==> config.mk <==
export PLATFORM = sky130hd
export DESIGN_NAME = noc_send_arbiter_flat
export DESIGN_NICKNAME = d
export VERILOG_FILES = /design/src/rtl/noc_send_arbiter_pkg.sv /design/src/rtl/noc_send_arbiter_if.sv /design/src/rtl/noc_send_arbiter_rr_arbiter.sv /design/src/rtl/noc_send_arbiter.sv /design/src/flat_wrapper.sv
export SDC_FILE = /design/constraint.sdc
export NUM_CORES = 1
export LEC_CHECK = 0
export BUFFER_PORTS_ARGS = -buffer_cell sky130_fd_sc_hd__buf_2
export CAP_MARGIN = 10
export CORE_ASPECT_RATIO = 1.2
export CORE_MARGIN = 2
export CORE_UTILIZATION = 54
export CTS_CLUSTER_DIAMETER = 40
export CTS_CLUSTER_SIZE = 24
export DETAILED_ROUTE_END_ITERATION = 8
export GPL_TIMING_DRIVEN = 0
export PLACE_DENSITY_LB_ADDON = 0.15
export SKIP_CTS_REPAIR_TIMING = 1
export SLEW_MARGIN = 30
export SYNTH_ARGS = -nofsm -noshare
export SYNTH_HDL_FRONTEND = slang
export SYNTH_SLANG_ARGS = --single-unit
==> constraint.sdc <==
create_clock -name clk -period 9.2 [get_ports clk]
set_input_delay 1.84 -clock clk [delete_from_list [all_inputs] [get_ports clk]]
set_output_delay 1.84 -clock clk [all_outputs]
set_load 0.1 [all_outputs]
==> src/rtl/noc_send_arbiter_pkg.sv <==
// Package shared by the NoC send arbiter files.
//   ADDR_W / DATA_W : NoC destination address and payload widths
//   CNT_W           : width of the accepted-packet counter
//   TMR_W           : width of the SEND/GAP cycle timer
//   state_t         : arbiter FSM states
//   wrap_inc        : round-robin pointer increment with wrap
package noc_send_arbiter_pkg;

  localparam int ADDR_W = 8;
  localparam int DATA_W = 32;
  localparam int CNT_W  = 16;
  localparam int TMR_W  = 16;

  typedef enum logic [1:0] {
    IDLE = 2'd0,
    SEND = 2'd1,
    GAP  = 2'd2
  } state_t;

  // Index following idx in a ring of n requesters.
  function automatic int wrap_inc(input int idx, input int n);
    return (idx + 1 >= n) ? 0 : idx + 1;
  endfunction

endpackage

==> src/rtl/noc_send_arbiter_if.sv <==
// Bundle of requester-side and NoC-side handshake signals of the send arbiter.
//   req_valid/req_addr/req_data : packets offered by NUM_REQ requesters
//   req_ready                   : one-hot accept pulse back to the requesters
//   send_valid/addr/data        : packet presented to the NoC injection port
//   send_ready                  : NoC accepts the presented packet
// Modports: slave = arbiter view, master = requesters + NoC view.
interface noc_send_arbiter_if
  import noc_send_arbiter_pkg::*;
#(
  parameter int NUM_REQ = 4
);

  logic [NUM_REQ-1:0]        req_valid;
  logic [NUM_REQ*ADDR_W-1:0] req_addr;
  logic [NUM_REQ*DATA_W-1:0] req_data;
  logic [NUM_REQ-1:0]        req_ready;
  logic                      send_valid;
  logic [ADDR_W-1:0]         send_addr;
  logic [DATA_W-1:0]         send_data;
  logic                      send_ready;

  modport slave (
    input  req_valid, req_addr, req_data, send_ready,
    output req_ready, send_valid, send_addr, send_data
  );

  modport master (
    output req_valid, req_addr, req_data, send_ready,
    input  req_ready, send_valid, send_addr, send_data
  );

endinterface

==> src/rtl/noc_send_arbiter_rr_arbiter.sv <==
// Combinational round-robin picker.
//   req         : request vector
//   ptr         : highest-priority index this round
//   grant       : one-hot winner (zero when no request)
//   grant_idx   : binary index of the winner
//   grant_valid : at least one request present
module noc_send_arbiter_rr_arbiter #(
  parameter int NUM_REQ = 4,
  localparam int IDX_W  = $clog2(NUM_REQ)
) (
  input  logic [NUM_REQ-1:0] req,
  input  logic [IDX_W-1:0]   ptr,
  output logic [NUM_REQ-1:0] grant,
  output logic [IDX_W-1:0]   grant_idx,
  output logic               grant_valid
);

  always_comb begin
    logic [IDX_W:0] cand;
    grant       = '0;
    grant_idx   = '0;
    grant_valid = 1'b0;
    cand        = '0;
    // Walk ptr, ptr+1, ... with wrap; the first requester seen wins.
    for (int k = 0; k < NUM_REQ; k++) begin
      cand = {1'b0, ptr} + (IDX_W+1)'(k);
      if (cand >= (IDX_W+1)'(NUM_REQ)) cand = cand - (IDX_W+1)'(NUM_REQ);
      if (!grant_valid && req[cand[IDX_W-1:0]]) begin
        grant[cand[IDX_W-1:0]] = 1'b1;
        grant_idx              = cand[IDX_W-1:0];
        grant_valid            = 1'b1;
      end
    end
  end

endmodule

==> src/rtl/noc_send_arbiter.sv <==
// Shares one NoC send port between NUM_REQ requesters.
// Round-robin grant in IDLE, one packet held in SEND until the NoC accepts it
// or TIMEOUT cycles pass (dropped), then GAP_CYCLES idle cycles.
//   clk, reset : clock, asynchronous active-high reset
//   bus        : requester and NoC handshakes (slave modport)
//   grant_id   : requester owning the current/last packet
//   drop_pulse : one-cycle pulse after a timed-out packet
//   pkt_count  : packets accepted by the NoC, wrapping
module noc_send_arbiter
  import noc_send_arbiter_pkg::*;
#(
  parameter int NUM_REQ    = 4,
  parameter int GAP_CYCLES = 1,
  parameter int TIMEOUT    = 255
) (
  input  logic                       clk,
  input  logic                       reset,
  noc_send_arbiter_if.slave          bus,
  output logic [$clog2(NUM_REQ)-1:0] grant_id,
  output logic                       drop_pulse,
  output logic [CNT_W-1:0]           pkt_count
);

  localparam int IDX_W = $clog2(NUM_REQ);
  // Last timer value before leaving SEND / GAP (timer starts at 0).
  localparam logic [TMR_W-1:0] SEND_LAST = TMR_W'((TIMEOUT > 0) ? TIMEOUT - 1 : 0);
  localparam logic [TMR_W-1:0] GAP_LAST  = TMR_W'((GAP_CYCLES > 0) ? GAP_CYCLES - 1 : 0);

  state_t             state_q, state_d;
  logic [IDX_W-1:0]   ptr_q, ptr_d;
  logic [IDX_W-1:0]   grant_id_q, grant_id_d;
  logic [ADDR_W-1:0]  addr_q, addr_d;
  logic [DATA_W-1:0]  data_q, data_d;
  logic [CNT_W-1:0]   pkt_count_q, pkt_count_d;
  logic               drop_pulse_q, drop_pulse_d;
  logic [TMR_W-1:0]   timer_q, timer_d;

  logic [NUM_REQ-1:0] arb_grant;
  logic [IDX_W-1:0]   arb_idx;
  logic               arb_valid;

  logic [ADDR_W-1:0]  addr_arr [NUM_REQ];
  logic [DATA_W-1:0]  data_arr [NUM_REQ];

  generate
    for (genvar gi = 0; gi < NUM_REQ; gi++) begin : g_slice
      assign addr_arr[gi] = bus.req_addr[gi*ADDR_W +: ADDR_W];
      assign data_arr[gi] = bus.req_data[gi*DATA_W +: DATA_W];
    end
  endgenerate

  noc_send_arbiter_rr_arbiter #(.NUM_REQ(NUM_REQ)) u_rr (
    .req         (bus.req_valid),
    .ptr         (ptr_q),
    .grant       (arb_grant),
    .grant_idx   (arb_idx),
    .grant_valid (arb_valid)
  );

  always_comb begin
    state_d      = state_q;
    ptr_d        = ptr_q;
    grant_id_d   = grant_id_q;
    addr_d       = addr_q;
    data_d       = data_q;
    pkt_count_d  = pkt_count_q;
    drop_pulse_d = 1'b0;
    timer_d      = timer_q;
    case (state_q)
      IDLE: begin
        if (arb_valid) begin
          addr_d     = addr_arr[arb_idx];
          data_d     = data_arr[arb_idx];
          grant_id_d = arb_idx;
          ptr_d      = IDX_W'(wrap_inc(int'(arb_idx), NUM_REQ));
          timer_d    = '0;
          state_d    = SEND;
        end
      end
      SEND: begin
        // Acceptance takes priority over the timeout in the same cycle.
        if (bus.send_ready || (TIMEOUT != 0 && timer_q == SEND_LAST)) begin
          if (bus.send_ready) pkt_count_d = pkt_count_q + 1'b1;
          else                drop_pulse_d = 1'b1;
          timer_d = '0;
          state_d = (GAP_CYCLES == 0) ? IDLE : GAP;
        end else begin
          timer_d = timer_q + 1'b1;
        end
      end
      GAP: begin
        if (timer_q == GAP_LAST) begin
          timer_d = '0;
          state_d = IDLE;
        end else begin
          timer_d = timer_q + 1'b1;
        end
      end
      default: state_d = IDLE;
    endcase
  end

  always_ff @(posedge clk or posedge reset) begin
    if (reset) begin
      state_q      <= IDLE;
      ptr_q        <= '0;
      grant_id_q   <= '0;
      addr_q       <= '0;
      data_q       <= '0;
      pkt_count_q  <= '0;
      drop_pulse_q <= 1'b0;
      timer_q      <= '0;
    end else begin
      state_q      <= state_d;
      ptr_q        <= ptr_d;
      grant_id_q   <= grant_id_d;
      addr_q       <= addr_d;
      data_q       <= data_d;
      pkt_count_q  <= pkt_count_d;
      drop_pulse_q <= drop_pulse_d;
      timer_q      <= timer_d;
    end
  end

  // Accept pulse is combinational from req_valid, only while IDLE.
  assign bus.req_ready  = (state_q == IDLE) ? arb_grant : '0;
  assign bus.send_valid = (state_q == SEND);
  assign bus.send_addr  = addr_q;
  assign bus.send_data  = data_q;
  assign grant_id       = grant_id_q;
  assign drop_pulse     = drop_pulse_q;
  assign pkt_count      = pkt_count_q;

endmodule
==> src/flat_wrapper.sv <==
// flat-port wrapper written by rule: the top's interface ports become plain ports
module noc_send_arbiter_flat import noc_send_arbiter_pkg::*;
#(
  parameter int NUM_REQ    = 4,
  parameter int GAP_CYCLES = 1,
  parameter int TIMEOUT    = 255
)
  (clk, reset, grant_id, drop_pulse, pkt_count, bus_req_valid, bus_req_addr, bus_req_data, bus_send_ready, bus_req_ready, bus_send_valid, bus_send_addr, bus_send_data);
  noc_send_arbiter_if #(.NUM_REQ(NUM_REQ)) bus_i ();
  input  logic clk;
  input  logic reset;
  output logic [$clog2(NUM_REQ)-1:0] grant_id;
  output logic drop_pulse;
  output logic [CNT_W-1:0] pkt_count;
  input wire logic [$bits(bus_i.req_valid)-1:0] bus_req_valid;
  input wire logic [$bits(bus_i.req_addr)-1:0] bus_req_addr;
  input wire logic [$bits(bus_i.req_data)-1:0] bus_req_data;
  input wire logic [$bits(bus_i.send_ready)-1:0] bus_send_ready;
  output wire logic [$bits(bus_i.req_ready)-1:0] bus_req_ready;
  output wire logic [$bits(bus_i.send_valid)-1:0] bus_send_valid;
  output wire logic [$bits(bus_i.send_addr)-1:0] bus_send_addr;
  output wire logic [$bits(bus_i.send_data)-1:0] bus_send_data;
  assign bus_i.req_valid = bus_req_valid;
  assign bus_i.req_addr = bus_req_addr;
  assign bus_i.req_data = bus_req_data;
  assign bus_i.send_ready = bus_send_ready;
  assign bus_req_ready = bus_i.req_ready;
  assign bus_send_valid = bus_i.send_valid;
  assign bus_send_addr = bus_i.send_addr;
  assign bus_send_data = bus_i.send_data;
  noc_send_arbiter #(.NUM_REQ(NUM_REQ), .GAP_CYCLES(GAP_CYCLES), .TIMEOUT(TIMEOUT)) u_core (.clk(clk), .reset(reset), .bus(bus_i), .grant_id(grant_id), .drop_pulse(drop_pulse), .pkt_count(pkt_count));
endmodule
==> impl_results.md, run 1 <==
* Initial DRC Count at approximately 570
* PD cells at roughly 440 mW/mm^2
* Worst setup margin at around 3 ns
* Final Cycle Share at around 66%
* Top post-synthesis cells by area: dfrtp_1 (33%), mux2_2 (8.4%), nand3_1 (5.1%)
* Launch point of the worst hold path: u_core.pkt_count[15]
* Layout area overhead at 28.2%
* Fin Setup TNS at 0 ns
* Hold Path Stages at 1
* I/O pins at 231
* Avg Inst Size Synth at 9.03 um^2
* Slew headroom at between 40 and 50%
* Status: finished clean
* Synth top cells by count: dfrtp_1 (79), nand3_1 (60), nand2_1 (57)
* VDD IR-drop max at roughly 0.00038 V
* Worst setup SP type: input pin
* Post-synth EDFFs at 0
* Height of the die at 119 um
* Synth Cell Area at between 0.005 and 0.006 mm^2
* FMAX at 0.164 GHz
* Seq/Total Area, Yosys at between 30% and 40%
* Cell Rows at between 40 and 50
* DR DRC count at 0
* Vias in the first global route at ~6,200
* Top_reg_cell synth: dfrtp_1
* Core ar. at ~0.011 mm^2
* Worst slack, placed at between 3 and 4 ns
* Critical Path RT at 7.36 ns
* Fin crit period at between 6 and 7 ns
* Library cells used by synthesis at 55
* # setup viols final at 0
* Largest net degree at the start of global routing at 43
* Cell with the most instances after synthesis: dfrtp_1
* Number of buffers added on ports at between 200 and 250
* Async S/R FF share, synth at 100%
* Layout cells sized above 1 at 35.7%
* Gr usage total at 33.0%
* Initial antenna violation count at 3
* Reg2Reg Capture Point: u_core.ptr_q[1]
* RSZ-0062 raised after global routing: false
* Mapped Nets at between 800 and 900
* Clk slew on worst S/H paths at about 0.06 ns
* Hold Fails Final Rpt at 0
* DR vias at 6,385
* Initial Util at 55.9%
* Worst hold path type: flop to flop
* Dominant cell type by area after synthesis: dfrtp_1
* Final wirelength at 19.9 mm
* Clk_lat worst skew at between 0.3 and 0.4 ns
* Crit path max fanout at 10
* Leak at roughly 0.0036 uW
* Worst hold endpoint: u_core.pkt_count[15]
* R2R Setup Slk at 5.46 ns
* Final Max Tran Viols at 0
* Critical path class: input pin to output pin
* Post-route antenna net violation count at 0
* Root buffer cell: clkbuf_16
* Clock Sinks at 79
* Final Skew at 0.00940 ns
* Reg2reg start: u_core.ptr_q[1]
* GRT overflow at 0
* First-pass GRT wire length at ~31 mm
* Top-area cell type share of the netlist area at 33.5%
* Die area at 0.0118 mm^2
* Worst-case reg-to-reg path depth at 11
* Detailed-route wire length per cell at between 15 and 20 um
* Placer Congestion at ~0.93
* DPL Wire Length at between 15 and 20 mm
* Critical path data arrival time at around 4.3 ns
* CTS buffer count at 9
* Vias per cell at 6.19
* #FFs+latches synth at 79
* CTS Buffer Depth at 2
* Yosys warnings at 0
* CTS tree: done
* Layout Nets at 1,079
* Max_cap viols at 0
* H-tree level count at 3
* Post-Syn Instances at 654
* DIE WIDTH at roughly 100 um
* Element type at the critical path end: output pin
* Worst-Margin Slew at about 0.80 ns
* DRT Pass-1 Iters at 5
==> sequential cells by signal, indices dropped and copies added, names as in the netlist <==
register,cells
u_core.drop_pulse,1
u_core.ptr_q,2
u_core.bus.send_addr,8
u_core.bus.send_data,32
u_core.state_q,2
u_core.pkt_count,16
u_core.timer_q,16
u_core.grant_id,2
==> worst max-delay path by stage <==
| stage | slack [ns] | endpoint | startpoint | depth (start not counted) |
|---|---|---|---|---|
| after detailed placement | 3.13 | bus_req_ready[2] | bus_req_valid[2] | 9 |
| after global routing | 2.90 | bus_req_ready[0] | bus_req_valid[2] | 9 |
| after global placement | 3.17 | bus_req_ready[0] | bus_req_valid[2] | 9 |
| after CTS | 3.13 | bus_req_ready[2] | bus_req_valid[2] | 9 |
| after floorplan | 3.38 | bus_req_ready[0] | bus_req_valid[2] | 7 |
| final | 3.09 | bus_req_ready[2] | bus_req_valid[1] | 9 |
==> worst max-delay path: stages <==
cell	delay [ns]
buf_2	0.13
mux4_2	0.55
nor2b_1	0.14
clkbuf_1	0.32
clkbuf_1	0.44
a22oi_1	0.12
o21ai_0	0.17
and2_1	0.13
buf_2	0.41
==> metrics by stage <==
stage          cells  instance area (um^2)  hold WS, ns  power (uW)  util (%)
2_1_floorplan    654                  5900        0.481        2450         -
3_3_place_gp    1013                  7220        0.458        2900      68.3
3_5_place_dp    1014                  7240        0.474        2960      68.5
4_1_cts         1028                  7550        0.487        3340      71.4
5_1_grt         1029                  7560        0.490        3520      71.5
6_report        1031                  7570        0.483        3350      71.6
==> kinds of logic (layout without fill, tap and decap cells) <==
kind of cell / Yosys count / after routing / share of synthesized area (%)
AOI/OAI and AO/OA: 163 / 163 / 21.0
DFF: 79 / 79 / 33.5
adders and majority gates: 16 / 16 / 3.39
buffers and inverters: 68 / 313 / 5.30
and+or+nand+nor: 241 / 241 / 20.8
muxes: 72 / 72 / 13.8
xor gates and xnor gates: 15 / 15 / 2.23
other: 0 / 3 / 0
==> routing by layer <==
metal / part of all wire (%) / GRT usage (%) / routed length [um] / vias up
met5: 0 / 0 / 0 / -
met4: 3.9 / 12.9 / 777 / 0
met3: 8.3 / 7.16 / 1660 / 66
met2: 49 / 55.7 / 9780 / 332
met1: 38 / 40.9 / 7650 / 3043
li1: - / - / - / 2944
==> area by class of cell <==
cell class	instances	area (um^2)
multi-input cells	507	3620
fillers	846	3000
flip-flops and latches	79	1980
repair buffers	231	1170
plain buffers	55	264
clock buffers	9	225
well taps	129	161
clock inverters	5	83.8
inverters	13	51.3
diodes	3	7.51
==> cells in the final DEF, fill, tap and decap left out, types with 5 or more instances in the layout <==
master and instances:
a2111oi_0 14, a2111oi_2 7, a21o_1 6, a21oi_1 27, a221o_1 21, a22o_1 6, a22oi_1 8, and2_1 27
and3_1 28, buf_2 234, buf_6 5, clkbuf_1 41, clkbuf_16 9, dfrtp_1 79, ha_1 16, inv_1 11
mux2_2 44, mux2i_1 25, nand2_1 57, nand3_1 60, nand4_1 7, nor2_1 37, o21ai_0 13, o22ai_1 42
xnor2_1 11
==> power by group <==
part,switching (uW),internal [uW],total (uW)
registers,82.7,468,550
logic,1730,700,2430
clock network,136,235,371
Note: power is estimated with default switching activity, not from simulation.
==> run 2: changes to the inputs <==
ABC_AREA = 1   (was unset)
CORE_UTILIZATION = 45   (was 54)
clock period = 5 ns   (was 9.2 ns; I/O delays follow)
==> impl_results.md, run 2 <==
* Status: finished clean
* Slew headroom at 59.6% (+14 points)
* Mapped Nets at 1,083 (+29%)
* Compound-Gate Fraction of Synth Area at 5.04% (-16 points)
* R2R Setup Slk at 2.19 ns (-3.27 ns)
* Worst setup SP type: flop
* Cell with the most instances after synthesis: nand2_1
* Worst hold endpoint: u_core.pkt_count[15]
* Core ar. at 0.0131 mm^2 (+24%)
* Most frequent cells in the layout: nand2_1 (293), buf_2 (250), inv_1 (154)
* Root buffer cell: clkbuf_16
* Reg2Reg Capture Point: u_core.ptr_q[0]
* Largest net degree at the start of global routing at 59 (+37%)
* Fraction of synthesized area in multiplexers at 0.188% (-14 points)
* First-pass GRT wire length at 30.6 mm (-1.9%)
* Async S/R FF share, synth at 100% (unchanged)
* Critical path class: flop to output pin
* Reg2reg start: u_core.ptr_q[1]
* Height of the die at 130 um (+9.9%)
* Commonest non-fill, non-tap cell in the layout: nand2_1
* Synth top cells by count: nand2_1 (293), inv_1 (155), nand3_1 (151)
* Number of buffers added on ports at 230 (unchanged)
* Placer Congestion at 0.921 (-0.60%)
* Vias per cell at 4.87 (-21%)
* Post-Syn Instances at 900 (+38%)
* Dominant cell type by area after synthesis: dfrtp_1
* #FFs+latches synth at 79 (unchanged)
* XOR/XNOR share of the synthesized area at 2.49% (+0.26 points)
* Seq/Total Area, Yosys at 33.1% (-0.43 points)
* Final Cycle Share at between 70% and 80%
* Element type at the critical path end: output pin
* DR DRC count at 0 (unchanged)
* Worst hold path type: flop to flop
* GRT overflow at 0 (unchanged)
* Hold Fails Final Rpt at 0 (unchanged)
* Critical Path RT at 4.00 ns (-3.36 ns)
* Hold Path Stages at 1 (unchanged)
* Clock Sinks at 79 (unchanged)
* Fin Setup TNS at 0 ns (unchanged)
* DRT Pass-1 Iters at 5 (unchanged)
* Post-route antenna net violation count at 0 (unchanged)
* DPL Wire Length at 15.4 mm (-0.18%)
* FMAX at 0.258 GHz
* Clk_lat worst skew at 0.34 ns (about the same)
* Avg Inst Size Synth at 6.65 um^2 (-26%)
* Top_reg_cell synth: dfrtp_1
* Initial antenna violation count at 4 (+1)
* Synth Cell Area at 0.00598 mm^2 (+1.3%)
* Post-synth EDFFs at 0 (unchanged)
* Initial DRC Count at 274 (-52%)
* Layout area overhead at 28.2% (about the same)
* Fin crit period at ~3.9 ns
* Clk slew on worst S/H paths at 0.07 ns (about the same)
* Worst-Margin Slew at 0.606 ns (-0.194 ns)
* Layout Nets at 1,325 (+23%)
* Cell Rows at 46 (+12%)
* Final wirelength at 19.2 mm (-3.5%)
* Final Max Tran Viols at 0 (unchanged)
* Adder and majority cell fraction of the synthesized area at 3.35% (-0.044 points)
* RSZ-0062 raised after global routing: false
* Critical path data arrival time at 2.88 ns (-1.39 ns)
* Top-area cell type share of the netlist area at 33.1% (-0.43 points)
* Final Skew at 0.0111 ns (+0.00171 ns)
* DR vias at 6,428 (+0.67%)
* CTS tree: done
* Gr usage total at 27.9% (-5.1 points)
* Main combinational cell family by area after synthesis: simple AND/OR/NAND/NOR gates
* Max reg flops at 32 (unchanged)
* Worst-case reg-to-reg path depth at 11 (unchanged)
* DIE WIDTH at 109 um (+9.8%)
* Launch point of the worst hold path: u_core.pkt_count[15]
* Vias in the first global route at 6,268 (+0.72%)
* CTS buffer count at 9 (unchanged)
* Yosys warnings at 0 (unchanged)
* Initial Util at 45.6% (-10 points)
* Crit path max fanout at 8 (-2)
* H-tree level count at 3 (unchanged)
* I/O pins at 231 (unchanged)
* Detailed-route wire length per cell at 14.5 um (-25%)
* Top post-synthesis cells by area: dfrtp_1 (33%), nand2_1 (18%), nand3_1 (13%)
* Max_cap viols at 0 (unchanged)
* Simple-gate portion of the synthesized area at 41.9% (+21 points)
* # setup viols final at 0 (unchanged)
* Layout cells sized above 1 at 26.9% (-8.9 points)
* Library cells used by synthesis at 40 (-27%)
* CTS Buffer Depth at 2 (unchanged)
* Die area at 0.0142 mm^2 (+21%)
==> run 2: changes by cell type after synthesis, sizes merged, moves of 17 or more <==
cell,change
o22ai,-42
and3,-28
a2111oi,-22
buf,+17
and2,-26
a221o,-21
mux2i,-25
inv,+148
mux2,-43
nand3,+96
clkbuf,-37
nand2,+243
a21oi,-22
or2,+24
==> run 2: worst max path at each step <==
stage | endpoint | start
after floorplan | bus_req_ready[2] | bus_req_valid[1]
after global placement | u_core.bus.send_addr[2] | reset
after detailed placement | bus_req_ready[2] | bus_req_valid[1]
after CTS | bus_req_ready[2] | u_core.ptr_q[1]
after global routing | bus_req_ready[2] | u_core.ptr_q[1]
final | bus_req_ready[2] | u_core.ptr_q[1]
==> run 2: cells by family (layout without fill, tap and decap cells) <==
| kind of cell | after synthesis | count (layout) |
|---|---|---|
| buffers and inverters | 196 | 443 |
| muxes | 1 | 1 |
| xor gates and xnor gates | 17 | 17 |
| adders and majority gates | 16 | 16 |
| other | 0 | 6 |
| and+or+nand+nor | 543 | 543 |
| AOI/OAI and AO/OA | 48 | 48 |
| DFF | 79 | 79 |
==> run 2: critical path, cell delays in order, from the launching register on <==
cell and delay [ns]:
dfrtp_1 0.52, inv_2 0.15, ha_1 0.38, inv_1 0.19, nand3_1 0.10, nand2_1 0.15
nand3_1 0.14, nor2_4 0.18, nand2_1 0.07, a31o_2 0.21, inv_1 0.04, buf_2 0.41
==> run 2: cell type report <==
class | count | area (um^2)
Timing Repair Buffer | 231 | 1180
Multi-Input combinational cell | 625 | 3170
Inverter | 161 | 617
Antenna cell | 6 | 15.0
Buffer | 35 | 225
Clock buffer | 9 | 225
Tap cell | 168 | 210
Clock inverter | 7 | 53.8
Fill cell | 1359 | 5450
Sequential cell | 79 | 1980
==> run 2: stage by stage <==
stage	hold slack [ns]	worst slack, ns	std cells	area (um^2)	util [%]
2_1_floorplan	0.485	1.56	900	5980	-
4_1_cts	0.464	1.11	1315	7650	58.3
3_5_place_dp	0.451	1.46	1299	7370	56.2
6_report	0.465	1.12	1321	7670	58.4
5_1_grt	0.490	0.944	1319	7660	58.4
3_3_place_gp	0.451	0.895	1298	7340	55.9
==> run 2: routing by layer <==
| layer | GRT usage (%) | share of wire [%] | wire (um) | vias to the layer above |
|---|---|---|---|---|
| met5 | 0 | 0 | 0 | - |
| met4 | 11.3 | 3.1 | 598 | 0 |
| met3 | 5.84 | 6.3 | 1210 | 39 |
| met2 | 50.6 | 52 | 9880 | 207 |
| met1 | 31.6 | 39 | 7480 | 2898 |
| li1 | - | - | - | 3284 |
Power of run 2 is not shown: default switching activity piles up to over one toggle a cycle in this logic, so the estimate is an artifact.
